**config.mk**
```make
export PLATFORM = sky130hd
export DESIGN_NAME = load_store_unit
export DESIGN_NICKNAME = d
export VERILOG_FILES = /design/src/rtl/load_store_unit.sv
export SDC_FILE = /design/constraint.sdc
export NUM_CORES = 1
export LEC_CHECK = 0
export CORE_MARGIN = 2
export CORE_UTILIZATION = 50
export CTS_CLUSTER_SIZE = 10
export DETAILED_ROUTE_END_ITERATION = 10
export GPL_TIMING_DRIVEN = 0
export PLACE_DENSITY = 0.84
export SLEW_MARGIN = 5
export SYNTH_ARGS = -nofsm -noshare
export SYNTH_HDL_FRONTEND = slang
export SYNTH_SLANG_ARGS = --single-unit
export TNS_END_PERCENT = 100
```
**constraint.sdc**
```tcl
create_clock -name CLK -period 3.35 [get_ports CLK]
set_input_delay 0.67 -clock CLK [delete_from_list [all_inputs] [get_ports CLK]]
set_output_delay 0.67 -clock CLK [all_outputs]
set_load 0.005 [all_outputs]
```
**src/rtl/load_store_unit.sv**
```systemverilog
// load_store_unit: initiator side of the DataMemory port.
// Turns RV32I byte/half/word load/store requests into word-wide MRd/MWrt
// accesses. Sub-word stores are read-modify-write since DataMemory has no
// byte enables. All outputs are registered.
// Optional build macro: LSU_MISALIGN_TRAP_EN -- when defined, misaligned
// H/HU/W accesses return RSP_ERR without touching memory; when undefined the
// offending low address bits are forced to zero and the access proceeds.
module load_store_unit #(
  parameter int MEM_RD_LAT = 1,
  parameter int ADDR_W     = 32
) (
  input  logic              CLK,
  input  logic              RESET,
  input  logic              REQ_VALID,
  output logic              REQ_READY,
  input  logic              REQ_WE,
  input  logic [2:0]        REQ_FUNCT3,
  input  logic [ADDR_W-1:0] REQ_ADDR,
  input  logic [31:0]       REQ_WDATA,
  output logic              RSP_VALID,
  input  logic              RSP_READY,
  output logic [31:0]       RSP_RDATA,
  output logic              RSP_ERR,
  output logic              MRd,
  output logic              MWrt,
  output logic [ADDR_W-1:0] M_ADDR,
  output logic [31:0]       M_WDATA,
  input  logic [31:0]       M_RDATA
);

  typedef enum logic [2:0] {IDLE, RD, WAIT, WR, RESP} state_t;

  // only what is needed after the accept edge; the word address lives in M_ADDR
  typedef struct packed {
    logic        we;
    logic [2:0]  funct3;
    logic [1:0]  lane;
    logic [15:0] wdata;
  } req_t;

  localparam logic [1:0] WAIT_LAST = 2'(MEM_RD_LAT - 1);

  state_t            state, nxt_state;
  req_t              req_q, nxt_req;
  logic [1:0]        cnt, nxt_cnt;
  logic              nxt_req_ready, nxt_rsp_valid, nxt_rsp_err, nxt_mrd, nxt_mwrt;
  logic [31:0]       nxt_rsp_rdata, nxt_m_wdata;
  logic [ADDR_W-1:0] nxt_m_addr, req_waddr;
  logic              illegal, misalign;
  logic [1:0]        req_lane;
  logic [7:0]        ld_b;
  logic [15:0]       ld_h;
  logic [31:0]       ld_data, merged;

  assign illegal   = (REQ_FUNCT3 == 3'b011) || (REQ_FUNCT3 == 3'b110) ||
                     (REQ_FUNCT3 == 3'b111) || (REQ_WE && REQ_FUNCT3[2]);
`ifdef LSU_MISALIGN_TRAP_EN
  assign misalign  = ((REQ_FUNCT3[1:0] == 2'b01) && REQ_ADDR[0]) ||
                     ((REQ_FUNCT3[1:0] == 2'b10) && (REQ_ADDR[1:0] != 2'b00));
`else
  assign misalign  = 1'b0;
`endif
  assign req_waddr = {2'b00, REQ_ADDR[ADDR_W-1:2]};
  assign ld_b      = M_RDATA[{req_q.lane, 3'b000} +: 8];
  assign ld_h      = M_RDATA[{req_q.lane[1], 4'b0000} +: 16];

  // lane within the word, with natural alignment forced for H/W
  always_comb begin
    req_lane = REQ_ADDR[1:0];
    case (REQ_FUNCT3[1:0])
      2'b01:   req_lane = {REQ_ADDR[1], 1'b0};
      2'b10:   req_lane = 2'b00;
      default: req_lane = REQ_ADDR[1:0];
    endcase
  end

  // load extension and store merge from the captured memory word
  always_comb begin
    ld_data = M_RDATA;
    merged  = M_RDATA;
    case (req_q.funct3)
      3'b000:  ld_data = {{24{ld_b[7]}}, ld_b};
      3'b100:  ld_data = {24'h0, ld_b};
      3'b001:  ld_data = {{16{ld_h[15]}}, ld_h};
      3'b101:  ld_data = {16'h0, ld_h};
      default: ld_data = M_RDATA;
    endcase
    if (req_q.funct3[0]) merged[{req_q.lane[1], 4'b0000} +: 16] = req_q.wdata;
    else                 merged[{req_q.lane, 3'b000} +: 8]      = req_q.wdata[7:0];
  end

  // next state and next registered outputs
  always_comb begin
    nxt_state     = state;
    nxt_req       = req_q;
    nxt_cnt       = cnt;
    nxt_req_ready = REQ_READY;
    nxt_rsp_valid = RSP_VALID;
    nxt_rsp_rdata = RSP_RDATA;
    nxt_rsp_err   = RSP_ERR;
    nxt_mrd       = 1'b0;
    nxt_mwrt      = 1'b0;
    nxt_m_addr    = M_ADDR;
    nxt_m_wdata   = M_WDATA;
    case (state)
      IDLE: begin
        nxt_req_ready = 1'b1;
        if (REQ_VALID && REQ_READY) begin
          nxt_req_ready = 1'b0;
          nxt_req       = '{we: REQ_WE, funct3: REQ_FUNCT3, lane: req_lane, wdata: REQ_WDATA[15:0]};
          if (illegal || misalign) begin
            nxt_state     = RESP;
            nxt_rsp_valid = 1'b1;
            nxt_rsp_err   = 1'b1;
            nxt_rsp_rdata = 32'h0;
          end else if (REQ_WE && (REQ_FUNCT3 == 3'b010)) begin
            nxt_state   = WR;
            nxt_mwrt    = 1'b1;
            nxt_m_addr  = req_waddr;
            nxt_m_wdata = REQ_WDATA;
          end else begin
            nxt_state  = RD;
            nxt_mrd    = 1'b1;
            nxt_m_addr = req_waddr;
          end
        end
      end
      RD: begin
        nxt_state = WAIT;
        nxt_cnt   = 2'd0;
      end
      WAIT: begin
        if (cnt == WAIT_LAST) begin
          if (req_q.we) begin
            nxt_state   = WR;
            nxt_mwrt    = 1'b1;
            nxt_m_wdata = merged;
          end else begin
            nxt_state     = RESP;
            nxt_rsp_valid = 1'b1;
            nxt_rsp_err   = 1'b0;
            nxt_rsp_rdata = ld_data;
          end
        end else begin
          nxt_cnt = cnt + 2'd1;
        end
      end
      WR: begin
        nxt_state     = RESP;
        nxt_rsp_valid = 1'b1;
        nxt_rsp_err   = 1'b0;
        nxt_rsp_rdata = 32'h0;
      end
      RESP: begin
        if (RSP_READY) begin
          nxt_rsp_valid = 1'b0;
          nxt_state     = IDLE;
        end
      end
      default: nxt_state = IDLE;
    endcase
  end

  // state and output registers; reset aborts any access in flight
  always_ff @(posedge CLK) begin
    if (!RESET) begin
      state     <= IDLE;
      req_q     <= '0;
      cnt       <= 2'd0;
      REQ_READY <= 1'b0;
      RSP_VALID <= 1'b0;
      RSP_RDATA <= 32'h0;
      RSP_ERR   <= 1'b0;
      MRd       <= 1'b0;
      MWrt      <= 1'b0;
      M_ADDR    <= '0;
      M_WDATA   <= 32'h0;
    end else begin
      state     <= nxt_state;
      req_q     <= nxt_req;
      cnt       <= nxt_cnt;
      REQ_READY <= nxt_req_ready;
      RSP_VALID <= nxt_rsp_valid;
      RSP_RDATA <= nxt_rsp_rdata;
      RSP_ERR   <= nxt_rsp_err;
      MRd       <= nxt_mrd;
      MWrt      <= nxt_mwrt;
      M_ADDR    <= nxt_m_addr;
      M_WDATA   <= nxt_m_wdata;
    end
  end

endmodule
```
==> qor.yml <==
setup_path:
  path_class: "reg -> reg"
  cp-end-kind: "flop"
  worstPathRequired_ns: 3.70
  critical_path.startpoint_type: "flop"
  reg2reg_from: "req_q[17]"
  arrival_ns: 3.05
  crit_chain: "buf_4, inv_1, clkbuf_1, ha_1, nor3b_2, a32o_1, a221oi_1, o22ai_1"
  critical_path.max_stage_delay_ns: 0.53
  crit_start: "req_q[17]"
  cp.buffers_inverters: 3
  path_max_fanout: 12
  crit_path_top_delay_cell: "nor3b_2"
  cp_top_family: "compound AO/OA/AOI/OAI gates"
route:
  wl_per_cell_um: 19.5
  dr.pass1.iters: 5
  ant_nets: 0
  drt_iter0_drc: 539
  viasPerCell: 5.97
  drt_wl_total_um: 22600
  vias: 6929
  drcViolationCount: 0
logic_synthesis:
  synthTopCellsByArea: "dfxtp_1, nand2_1, a21oi_1"
  synth_most_common_cell: "nand2_1"
  netlist_area_um2: 6400
  synth.top_cell.area_share: 0.394
  yosys.area.top_type: "dfxtp_1"
  synth_edf_count: 0
  ys_warn_count: 0
  synthTopCellsByCount: "nand2_1, dfxtp_1, a21oi_1"
  avgSynthCellArea_um2: 8.49
  async_flop_share: 0
  syn_inst: 754
  synth-seq-cells: 126
  synthFlopType: "dfxtp_1"
  ys_seq_area_frac: 0.394
  synthDistinctLibCells: 63
placement:
  gp_congestion: 1.01
  io_buffer_count: 202
  dp_hpwl_um: 16700
  pre_cts_slack_ns: 0.447
clocking:
  cts_max_level: 4
  postCtsHoldBufs: 0
  cts.sinks: 126
  post_cts_resized: 0
  clock-root-buffer: "clkbuf_16"
  cts_tree: "built"
  clk-insertion-delay-late_ns: 0.42
  cts_setup_buffers: 0
  clockBufferDepth: 2
  clk_pin_slew_worst_paths_ns: 0.05
  cts_made_buffers: 17
grt:
  use_met2: 0.534
  grt_max_degree: 17
  grt_pass1_vias: 6689
  busiest_layer: "met2"
  track_usage: 0.332
  grt_antenna_before_repair: 0
  grtUsageMet3: 0.0968
  grt_use_met1: 0.403
  gr-total-overflow: 0
  grt_pass1_wl_um: 34900
finish:
  num-fill-cells: 1001
  final_util: 0.733
  antenna_cells: 0
  num-nets-final: 1089
  area_delta_synth_final_pct: 43.9
  drive_gt1_frac: 0.0830
floorplanning:
  die-area_um2: 13700
  core_area_um2: 12600
  die_y_um: 117
  initial_core_util: 0.510
  fp-row-count: 41
  die_w_um: 117
  ios: 205
sta:
  hold_violations: 0
  report.final.slew_viol_count: 0
  tns_ns: 0
  finalCriticalPeriod_ns: 2.70
  period_share: 0.807
  fmax_mhz: 370
  finalClockSkew_ns: 0.00802
  layout_setup_ws_ns: 0.648
  grt_setup_unrepaired: "false"
  finalSetupViolations: 0
  tightest_slew_ns: 0.654
  hold_ws_ns: 0.451
  slew_headroom: 0.552
power_and_ir_drop:
  p_total_uw: 3970
  p_per_area_nw_per_um2: 430
  vdd_ir_drop_max_mv: 0.317
  leakage_uw: 0.00325
hold_path:
  holdCritPathClass: "reg -> reg"
  hp-start: "M_ADDR[14]"
status:
  outcome: "finished, final reports clean"
run:
  cap_viol_max_count: 0
## report_power, final
part	internal [uW]	switching [uW]	total, uW	leakage (uW)
combinational	292	315	607	0.00195
clock	1130	651	1780	0.000286
sequential	1540	34.3	1580	0.00102
## metal layers
| metal | vias to the layer above | wire length [um] |
|---|---|---|
| li1 | 3209 | - |
| met1 | 3254 | 8820 |
| met2 | 401 | 10500 |
| met4 | 0 | 892 |
| met5 | - | 0 |
| met3 | 65 | 2380 |
## worst min-delay path, stage by stage (launching register included)
cell and delay [ns]:
dfxtp_1 0.30, nand2_1 0.05, a21oi_1 0.05
## path summary, 6_finish.rpt
path	slack, ns	cells past startpoint	end
max	0.65	8	M_WDATA[18]
min reg2reg	0.45	2	M_ADDR[14]
min	0.45	2	M_ADDR[14]
max reg2reg	0.65	8	M_WDATA[18]
## final cells by class
| cell class | instances | area, um2 | share of cell area |
|---|---|---|---|
| tap | 172 | 215 | 0.0233 |
| buffer | 70 | 353 | 0.0383 |
| clock buffer | 26 | 519 | 0.0563 |
| clock inverter | 5 | 53.8 | 0.00584 |
| sequential | 126 | 2520 | 0.274 |
| inverter | 9 | 33.8 | 0.00366 |
| multi-input combinational | 550 | 3500 | 0.380 |
| timing repair buffer | 202 | 2020 | 0.219 |
## stage by stage
stage          std cells  instance area [um2]
3_5_place_dp        1129                 8650
2_1_floorplan        755                 6410
3_3_place_gp        1129                 8650
4_1_cts             1160                 9220
6_report            1160                 9220
5_1_grt             1160                 9220
## state kept, by name (all words and copies together), names as in the netlist
name       flops
MRd            1
RSP_VALID      1
M_WDATA       32
M_ADDR        30
req_q         22
REQ_READY      1
state          3
RSP_RDATA     32
MWrt           1
RSP_ERR        1
cnt            2
## logic make-up (layout without fill, tap and decap cells)
group | after synthesis | count (layout) | share of synthesized area
AOI/OAI and AO/OA | 267 | 267 | 0.297
adders and majority gates | 9 | 9 | 0.0176
buffers and inverters | 79 | 312 | 0.0604
DFF | 126 | 126 | 0.394
muxes | 29 | 29 | 0.0471
other | 1 | 2 | 0.000585
and+or+nand+nor | 243 | 243 | 0.183
## placed cells by master, fill, tap and decap left out, types with 10 or more instances in the layout
cell type,count
buf_2,18
buf_4,10
o21ai_0,21
clkbuf_16,17
clkbuf_1,40
o211ai_1,17
a311oi_1,16
nor2b_1,24
clkdlybuf4s50_1,202
nand2b_1,21
nand2_1,150
a32o_1,22
a31oi_1,17
nor2_1,13
a211o_1,16
a21oi_1,68
o22ai_1,22
mux2i_1,23
a221oi_1,17
dfxtp_1,126
Power figures use the tool's default switching activity.
